===== config.mk =====
export PLATFORM = sky130hd
export DESIGN_NAME = mem_lsu
export DESIGN_NICKNAME = d
export VERILOG_FILES = /design/src/rtl/mem_lsu.sv
export SDC_FILE = /design/constraint.sdc
export NUM_CORES = 1
export LEC_CHECK = 0
export ABC_AREA = 1
export CAP_MARGIN = 20
export CORE_ASPECT_RATIO = 0.8
export CORE_MARGIN = 1.5
export CORE_UTILIZATION = 45
export DETAILED_ROUTE_END_ITERATION = 7
export HOLD_SLACK_MARGIN = 0.06
export MAX_ROUTING_LAYER = met4
export PLACE_DENSITY = 0.69
export SLEW_MARGIN = 20
export SYNTH_ARGS = -nofsm -noshare
export SYNTH_HDL_FRONTEND = slang
export SYNTH_SLANG_ARGS = --single-unit
export TNS_END_PERCENT = 5

===== constraint.sdc =====
create_clock -name clk -period 17 [get_ports clk]
set_clock_uncertainty 0.15 [all_clocks]
set_input_delay 4.25 -clock clk [delete_from_list [all_inputs] [get_ports clk]]
set_output_delay 4.25 -clock clk [all_outputs]
set_load 0.05 [all_outputs]

===== src/rtl/mem_lsu.sv =====
// mem_lsu: byte-addressed load/store initiator in front of a 64-bit,
// word-addressed data RAM. Sub-doubleword stores are done as
// read-modify-write. Loads extract byte lanes and sign- or zero-extend them.
// Each request gets exactly one response, with an error flag.
//
// Optional feature macro: MEM_LSU_MISALIGN_SPLIT_EN
//   defined   - doubleword-crossing accesses are split over two RAM words
//               (RD1/WR1 states, second window word w1).
//   undefined - doubleword-crossing accesses are reported as errors and never
//               touch the RAM.
//
// Handshakes: a request transfers on a rising edge where req_valid_i and
// req_ready_o are both high. A response stays valid, with stable data and
// error, until the rising edge where resp_valid_o and resp_ready_i are both
// high.
module mem_lsu #(
    parameter int DATA_WIDTH = 64,
    parameter int RAM_SIZE   = 16
) (
    input  logic                  clk,
    input  logic                  rst,
    input  logic                  req_valid_i,
    output logic                  req_ready_o,
    input  logic                  req_we_i,
    input  logic [RAM_SIZE+2:0]   req_addr_i,
    input  logic [2:0]            req_wid_i,
    input  logic [DATA_WIDTH-1:0] req_data_i,
    output logic                  resp_valid_o,
    input  logic                  resp_ready_i,
    output logic [DATA_WIDTH-1:0] resp_data_o,
    output logic                  resp_err_o,
    output logic [RAM_SIZE-1:0]   ram_raddr_o,
    output logic [RAM_SIZE-1:0]   ram_waddr_o,
    output logic                  ram_read_o,
    output logic                  ram_write_o,
    output logic [2:0]            ram_wid_o,
    output logic [DATA_WIDTH-1:0] ram_data_o,
    input  logic [DATA_WIDTH-1:0] ram_data_i
);

    localparam int DW = DATA_WIDTH;
`ifdef MEM_LSU_MISALIGN_SPLIT_EN
    localparam int WW = 2 * DW;
`else
    localparam int WW = DW;
`endif
    localparam logic [RAM_SIZE-1:0] ONE = RAM_SIZE'(1);

    typedef enum logic [2:0] {
        S_IDLE = 3'd0,
        S_RD0  = 3'd1,
        S_RD1  = 3'd2,
        S_WR0  = 3'd3,
        S_WR1  = 3'd4,
        S_RESP = 3'd5
    } state_t;

    state_t              state_q;
    logic                we_q;
    logic [2:0]          off_q;
    logic [2:0]          wid_q;
    logic [RAM_SIZE-1:0] idx_q;
    logic [DW-1:0]       data_q;
`ifdef MEM_LSU_MISALIGN_SPLIT_EN
    logic                split_q;
    logic [DW-1:0]       w0_q;
    logic [DW-1:0]       w1_q;
`endif

    logic [RAM_SIZE-1:0] req_idx;
    logic                req_cross;
    logic                req_err;
    logic                req_aligned_d_store;
    logic [WW-1:0]       win_now;
    logic [WW-1:0]       merged_now;
    logic [DW-1:0]       load_now;

    // Access size in bytes for a width code; the unsigned codes share sizes.
    function automatic logic [3:0] size_of(input logic [2:0] wid);
        case (wid[1:0])
            2'd0:    size_of = 4'd1;
            2'd1:    size_of = 4'd2;
            2'd2:    size_of = 4'd4;
            default: size_of = 4'd8;
        endcase
    endfunction

    function automatic logic [DW-1:0] lane_mask(input logic [2:0] wid);
        case (wid[1:0])
            2'd0:    lane_mask = 64'h0000_0000_0000_00FF;
            2'd1:    lane_mask = 64'h0000_0000_0000_FFFF;
            2'd2:    lane_mask = 64'h0000_0000_FFFF_FFFF;
            default: lane_mask = 64'hFFFF_FFFF_FFFF_FFFF;
        endcase
    endfunction

    // Shift the window down to the byte offset, keep size bytes, then extend.
    function automatic logic [DW-1:0] load_extract(input logic [WW-1:0] win,
                                                   input logic [2:0]    off,
                                                   input logic [2:0]    wid);
        logic [WW-1:0] sh;
        logic [DW-1:0] s;
        sh = win >> {off, 3'b000};
        s  = sh[DW-1:0];
        case (wid)
            3'd0:    load_extract = {{56{s[7]}}, s[7:0]};
            3'd1:    load_extract = {{48{s[15]}}, s[15:0]};
            3'd2:    load_extract = {{32{s[31]}}, s[31:0]};
            3'd4:    load_extract = {56'd0, s[7:0]};
            3'd5:    load_extract = {48'd0, s[15:0]};
            3'd6:    load_extract = {32'd0, s[31:0]};
            default: load_extract = s;
        endcase
    endfunction

    // Replace bytes off..off+size-1 of the window with the right-aligned store data.
    function automatic logic [WW-1:0] store_merge(input logic [WW-1:0] win,
                                                  input logic [2:0]    off,
                                                  input logic [2:0]    wid,
                                                  input logic [DW-1:0] data);
        logic [WW-1:0] m;
        logic [WW-1:0] d;
        m = WW'(lane_mask(wid)) << {off, 3'b000};
        d = WW'(data & lane_mask(wid)) << {off, 3'b000};
        store_merge = (win & ~m) | d;
    endfunction

    assign req_idx             = req_addr_i[RAM_SIZE+2:3];
    assign req_cross           = ({1'b0, req_addr_i[2:0]} + size_of(req_wid_i)) > 4'd8;
    assign req_aligned_d_store = req_we_i && (req_wid_i == 3'd3) && (req_addr_i[2:0] == 3'd0);
    assign req_ready_o         = (state_q == S_IDLE) && !rst;
    assign ram_wid_o           = 3'd3;

    // Classify the incoming request: bad width codes, and crossings when splitting is off.
    always_comb begin
        req_err = (req_wid_i == 3'd7) || (req_we_i && req_wid_i[2]);
`ifndef MEM_LSU_MISALIGN_SPLIT_EN
        req_err = req_err || req_cross;
`endif
    end

    // Window seen at the end of a read state: fresh RAM data plus any word already captured.
    always_comb begin
`ifdef MEM_LSU_MISALIGN_SPLIT_EN
        win_now = (state_q == S_RD1) ? {ram_data_i, w0_q} : {{DW{1'b0}}, ram_data_i};
`else
        win_now = ram_data_i;
`endif
    end

    assign merged_now = store_merge(win_now, off_q, wid_q, data_q);
    assign load_now   = load_extract(win_now, off_q, wid_q);

    // Control FSM; every RAM and response output is registered here.
    // In non-write states the write address is kept at raddr^1, so the RAM's
    // raddr==waddr forwarding path is never hit.
    always_ff @(posedge clk or posedge rst) begin
        if (rst) begin
            state_q      <= S_IDLE;
            we_q         <= 1'b0;
            off_q        <= 3'd0;
            wid_q        <= 3'd0;
            idx_q        <= '0;
            data_q       <= '0;
`ifdef MEM_LSU_MISALIGN_SPLIT_EN
            split_q      <= 1'b0;
            w0_q         <= '0;
            w1_q         <= '0;
`endif
            resp_valid_o <= 1'b0;
            resp_err_o   <= 1'b0;
            resp_data_o  <= '0;
            ram_read_o   <= 1'b0;
            ram_write_o  <= 1'b0;
            ram_raddr_o  <= '0;
            ram_waddr_o  <= '0;
            ram_data_o   <= '0;
        end else begin
            case (state_q)
                S_IDLE: begin
                    if (req_valid_i) begin
                        we_q   <= req_we_i;
                        off_q  <= req_addr_i[2:0];
                        wid_q  <= req_wid_i;
                        idx_q  <= req_idx;
                        data_q <= req_data_i;
`ifdef MEM_LSU_MISALIGN_SPLIT_EN
                        split_q <= req_cross;
`endif
                        if (req_err) begin
                            state_q      <= S_RESP;
                            resp_valid_o <= 1'b1;
                            resp_err_o   <= 1'b1;
                            resp_data_o  <= '0;
                            ram_waddr_o  <= ram_raddr_o ^ ONE;
                        end else if (req_aligned_d_store) begin
                            state_q     <= S_WR0;
                            ram_write_o <= 1'b1;
                            ram_waddr_o <= req_idx;
                            ram_raddr_o <= req_idx ^ ONE;
                            ram_data_o  <= req_data_i;
                        end else begin
                            state_q     <= S_RD0;
                            ram_read_o  <= 1'b1;
                            ram_raddr_o <= req_idx;
                            ram_waddr_o <= req_idx ^ ONE;
                        end
                    end
                end
                S_RD0: begin
`ifdef MEM_LSU_MISALIGN_SPLIT_EN
                    w0_q <= ram_data_i;
                    if (split_q) begin
                        state_q     <= S_RD1;
                        ram_raddr_o <= idx_q + ONE;
                        ram_waddr_o <= (idx_q + ONE) ^ ONE;
                    end else
`endif
                    if (!we_q) begin
                        state_q      <= S_RESP;
                        ram_read_o   <= 1'b0;
                        resp_valid_o <= 1'b1;
                        resp_err_o   <= 1'b0;
                        resp_data_o  <= load_now;
                    end else begin
                        state_q     <= S_WR0;
                        ram_read_o  <= 1'b0;
                        ram_write_o <= 1'b1;
                        ram_waddr_o <= idx_q;
                        ram_raddr_o <= idx_q ^ ONE;
                        ram_data_o  <= merged_now[DW-1:0];
                    end
                end
`ifdef MEM_LSU_MISALIGN_SPLIT_EN
                S_RD1: begin
                    ram_read_o <= 1'b0;
                    if (!we_q) begin
                        state_q      <= S_RESP;
                        resp_valid_o <= 1'b1;
                        resp_err_o   <= 1'b0;
                        resp_data_o  <= load_now;
                    end else begin
                        // w1 now holds the merged high word for WR1
                        state_q     <= S_WR0;
                        w1_q        <= merged_now[WW-1:DW];
                        ram_write_o <= 1'b1;
                        ram_waddr_o <= idx_q;
                        ram_raddr_o <= idx_q ^ ONE;
                        ram_data_o  <= merged_now[DW-1:0];
                    end
                end
`endif
                S_WR0: begin
`ifdef MEM_LSU_MISALIGN_SPLIT_EN
                    if (split_q) begin
                        state_q     <= S_WR1;
                        ram_waddr_o <= idx_q + ONE;
                        ram_raddr_o <= (idx_q + ONE) ^ ONE;
                        ram_data_o  <= w1_q;
                    end else
`endif
                    begin
                        state_q      <= S_RESP;
                        ram_write_o  <= 1'b0;
                        ram_waddr_o  <= ram_raddr_o ^ ONE;
                        resp_valid_o <= 1'b1;
                        resp_err_o   <= 1'b0;
                        resp_data_o  <= '0;
                    end
                end
`ifdef MEM_LSU_MISALIGN_SPLIT_EN
                S_WR1: begin
                    state_q      <= S_RESP;
                    ram_write_o  <= 1'b0;
                    ram_waddr_o  <= ram_raddr_o ^ ONE;
                    resp_valid_o <= 1'b1;
                    resp_err_o   <= 1'b0;
                    resp_data_o  <= '0;
                end
`endif
                S_RESP: begin
                    if (resp_ready_i) begin
                        state_q      <= S_IDLE;
                        resp_valid_o <= 1'b0;
                        resp_err_o   <= 1'b0;
                        resp_data_o  <= '0;
                    end
                end
                default: begin
                    state_q <= S_IDLE;
                end
            endcase
        end
    end

endmodule


==> impl_metrics.prom <==
# TYPE chip_impl_metric gauge
chip_impl_info{name="worst_setup_path_end_kind",value="output port"} 1
chip_impl_metric{name="overall_die_width",unit="um"} 216
chip_impl_metric{name="placed_cell_area",unit="mm2"} 0.0194
chip_impl_metric{name="max_clock_freq",unit="MHz"} 98.1
chip_impl_info{name="clock-root-buffer",value="clkbuf_16"} 1
chip_impl_metric{name="share_of_the_clock_period_used_by_the_worst_path_after_layout",unit="%"} 60.0
chip_impl_info{name="most_numerous_cell_on_the_critical_path",value="clkdlybuf4s50_1"} 1
chip_impl_metric{name="delay_contributed_by_the_slowest_stage_of_the_critical_path",unit="ns"} 0.83
chip_impl_metric{name="cts_hold_repair.buffers",unit=""} 0
chip_impl_metric{name="drc_errors",unit=""} 0
chip_impl_metric{name="first_pass_iteration_count_of_the_detailed_router",unit=""} 6
chip_impl_metric{name="ctsHtreeMaxLevel",unit=""} 1
chip_impl_metric{name="routabilityCongestion",unit=""} 1.01
chip_impl_metric{name="max-vdd-ir-drop",unit="uV"} 160
chip_impl_metric{name="period_needed",unit="ns"} 10.20
chip_impl_info{name="path_cells",value="clkdlybuf4s50_1 -> nor2_1 -> clkdlybuf4s50_1"} 1
chip_impl_metric{name="iteration_0_drc_markers",unit=""} 2074
chip_impl_metric{name="cts.sink_count",unit=""} 254
chip_impl_metric{name="finalPower",unit="mW"} 5.00
chip_impl_metric{name="power.density",unit="mW/mm2"} 245
chip_impl_info{name="grt_setup_unrepaired",value="no"} 1
chip_impl_metric{name="synth.yosys.seq_area_share",unit="%"} 39.0
chip_impl_info{name="worst_path_max_delay_cell",value="clkdlybuf4s50_1"} 1
chip_impl_metric{name="post_synth_num_cell_types",unit=""} 48
chip_impl_info{name="run_status",value="complete, no violations"} 1
chip_impl_info{name="hold_path.class",value="reg -> reg"} 1
chip_impl_metric{name="ant_nets_after_route",unit=""} 0
chip_impl_metric{name="postCtsResizedCells",unit=""} 0
chip_impl_metric{name="yosysTopAreaCellShare",unit="%"} 39.0
chip_impl_metric{name="setup_violations",unit=""} 0
chip_impl_metric{name="synth_seq_cells",unit=""} 254
chip_impl_metric{name="buffer_levels_on_the_longest_clock_path",unit=""} 3
chip_impl_metric{name="antenna_found_initial",unit=""} 8
chip_impl_metric{name="place_ws",unit="ns"} 6.79
chip_impl_metric{name="netlist_instances",unit=""} 2387
chip_impl_metric{name="detail_route.wirelength",unit="um"} 67800
chip_impl_info{name="path_class",value="in -> out"} 1
chip_impl_metric{name="pin_count",unit=""} 323
chip_impl_metric{name="setup_tns_final",unit="ns"} 0
chip_impl_metric{name="die_height",unit="um"} 173
chip_impl_info{name="ys_top_cells_by_area",value="dfrtp_1 (39%), nand2_1 (20%), nand3_1 (8.7%)"} 1
chip_impl_metric{name="vias",unit=""} 17400
chip_impl_metric{name="post_route_cell_area",unit="mm2"} 0.0204
chip_impl_metric{name="groute.usage.overall",unit="%"} 37.0
chip_impl_info{name="tritoncts",value="yes"} 1
chip_impl_metric{name="critPathRequiredTime",unit="ns"} 12.60
chip_impl_info{name="final_cell_mix",value="nand2_1 (865), clkdlybuf4s50_1 (319), nand3_1 (282), dfrtp_1 (251), o21ai_0 (249)"} 1
chip_impl_metric{name="area_delta_synth_final",unit="%"} 25.3
chip_impl_metric{name="layout_setup_ws",unit="ns"} 6.80
chip_impl_metric{name="final-hold-violation-count",unit=""} 0
chip_impl_metric{name="cts.repair_timing.setup_buffer_count",unit=""} 0
chip_impl_metric{name="floorplan.die_area",unit="mm2"} 0.0374
chip_impl_metric{name="drv.max_cap_violation_count",unit=""} 0
chip_impl_metric{name="final_layout_size_suffix_gt1_share",unit="%"} 8.73
chip_impl_metric{name="avgRoutedWirePerCell",unit="um"} 21.9
chip_impl_metric{name="synthesis.area_per_instance",unit="um2"} 6.83
chip_impl_metric{name="timing_worst_slew_pin_value",unit="ns"} 1.12
chip_impl_info{name="mostFrequentLayoutCell",value="nand2_1"} 1
chip_impl_metric{name="core_area",unit="mm2"} 0.0358
chip_impl_metric{name="buffer_ports.inserted",unit=""} 319
chip_impl_metric{name="slew_headroom",unit="%"} 25.2
chip_impl_metric{name="initial_utilization",unit="%"} 45.6
chip_impl_metric{name="crit_arrival",unit="ns"} 5.80
chip_impl_metric{name="number_of_global_route_vias_before_repair",unit=""} 16500
chip_impl_metric{name="final_nets",unit=""} 2752
chip_impl_metric{name="cellLeakagePower",unit="nW"} 10.1
chip_impl_metric{name="synth_warnings",unit=""} 0
chip_impl_info{name="synth_top_area_cell",value="dfrtp_1"} 1
chip_impl_metric{name="maxSlewViolCount",unit=""} 0
chip_impl_metric{name="grt_remaining_overflow",unit=""} 0
chip_impl_metric{name="worstPathMaxFanout",unit=""} 2
chip_impl_metric{name="finalHoldWorstSlack",unit="ns"} 0.325
chip_impl_info{name="start_kind",value="primary input"} 1
chip_impl_metric{name="grt_max_degree",unit=""} 126
chip_impl_metric{name="dp_hpwl",unit="um"} 49500
chip_impl_metric{name="cts_made_buffers",unit=""} 27
chip_impl_metric{name="clkLatencyLatePin",unit="ns"} 0.57
chip_impl_metric{name="std_cell_rows",unit=""} 62
chip_impl_metric{name="clock_pin_slew_worst_setup_and_hold_paths",unit="ns"} 0.05
chip_impl_metric{name="grt_pass1_wl",unit="um"} 102000
chip_impl_metric{name="syn-cell-area",unit="mm2"} 0.0163
chip_impl_metric{name="via_count_normalized_by_instance_count",unit=""} 5.62
==> critical path: cells and delay by family <==
| kind | cells | cell delay, ns |
|---|---|---|
| buffers and inverters | 2 | 1.35 |
| and+or+nand+nor | 1 | 0.19 |
==> through the flow <==
stage,instances,utilization (%)
floorplan,2388,-
global placement,3043,54.2
detailed placement,3043,54.2
CTS,3092,57.0
global route,3101,57.1
finish,3101,57.1
==> cells in the mapped netlist (all sizes together) <==
cell	instances
fa	1
buf	116
dfrtp	254
a2bb2oi	4
mux2	4
o211ai	16
nor3	4
or2	6
o31ai	4
clkbuf	47
a22oi	11
clkinv	1
a21oi	76
xnor2	1
mux2i	1
inv	200
nand3	284
a31oi	4
nand3b	3
a21boi	16
nand4	2
ha	3
conb	2
o22ai	1
nor2	80
o21ai	312
o2111ai	3
nand2	931
==> state kept, by name, summed over array words and instances (netlist names) <==
signal	cells
data_q	64
ram_data_o	64
resp_data_o	64
idx_q	16
ram_raddr_o	16
ram_waddr_o	16
off_q	3
state_q	3
wid_q	3
ram_read_o	1
ram_write_o	1
resp_err_o	1
resp_valid_o	1
we_q	1
==> final cells by class <==
type                    instances  area (um2)
diodes                          8        20.0
flip-flops and latches        254        6360
inverters                     201         764
clock buffers                  34         762
multi-input cells            1770        8320
fillers                      3435       15300
well taps                     480         601
clock inverters                15         254
repair buffers                339        3360
==> where the power goes <==
group	total [mW]	internal (mW)	switching, mW	leakage, nW
Clock	0.679	0.410	0.269	0.488
Sequential	1.14	0.900	0.243	3.20
Combinational	3.18	0.905	2.27	6.40
==> kinds of logic (layout without fill, tap and decap cells) <==
group	after synthesis	after routing	synth area share, %
simple gates	1310	1310	33.9
other cells	2	11	0.0460
mux	5	5	0.338
buf+inv	364	589	10.2
xor+xnor	1	1	0.0537
compound gates	447	447	16.1
flops	254	254	39.0
fa+ha+maj	4	4	0.353
==> worst paths after layout <==
check	end	slack [ns]	from	cells after the start
min reg2reg	resp_data_o[0]	0.32	resp_data_o[0]	2
max in group asynchronous	data_q[32]	11.06	rst	3
min in group asynchronous	ram_raddr_o[6]	4.12	rst	2
min	resp_data_o[0]	0.32	resp_data_o[0]	2
max reg2reg	ram_data_o[34]	12.72	state_q[1]	10
max	req_ready_o	6.80	rst	3
==> layer usage <==
metal | vias to the layer above | track usage (%) | share of wire, %
li1 | 8088 | - | -
met1 | 8320 | 54.3 | 46
met2 | 914 | 51.7 | 42
met3 | 96 | 8.42 | 10
met4 | 0 | 7.81 | 2.3
met5 | - | - | 0
No activity file was read; power rests on OpenSTA's default activity.
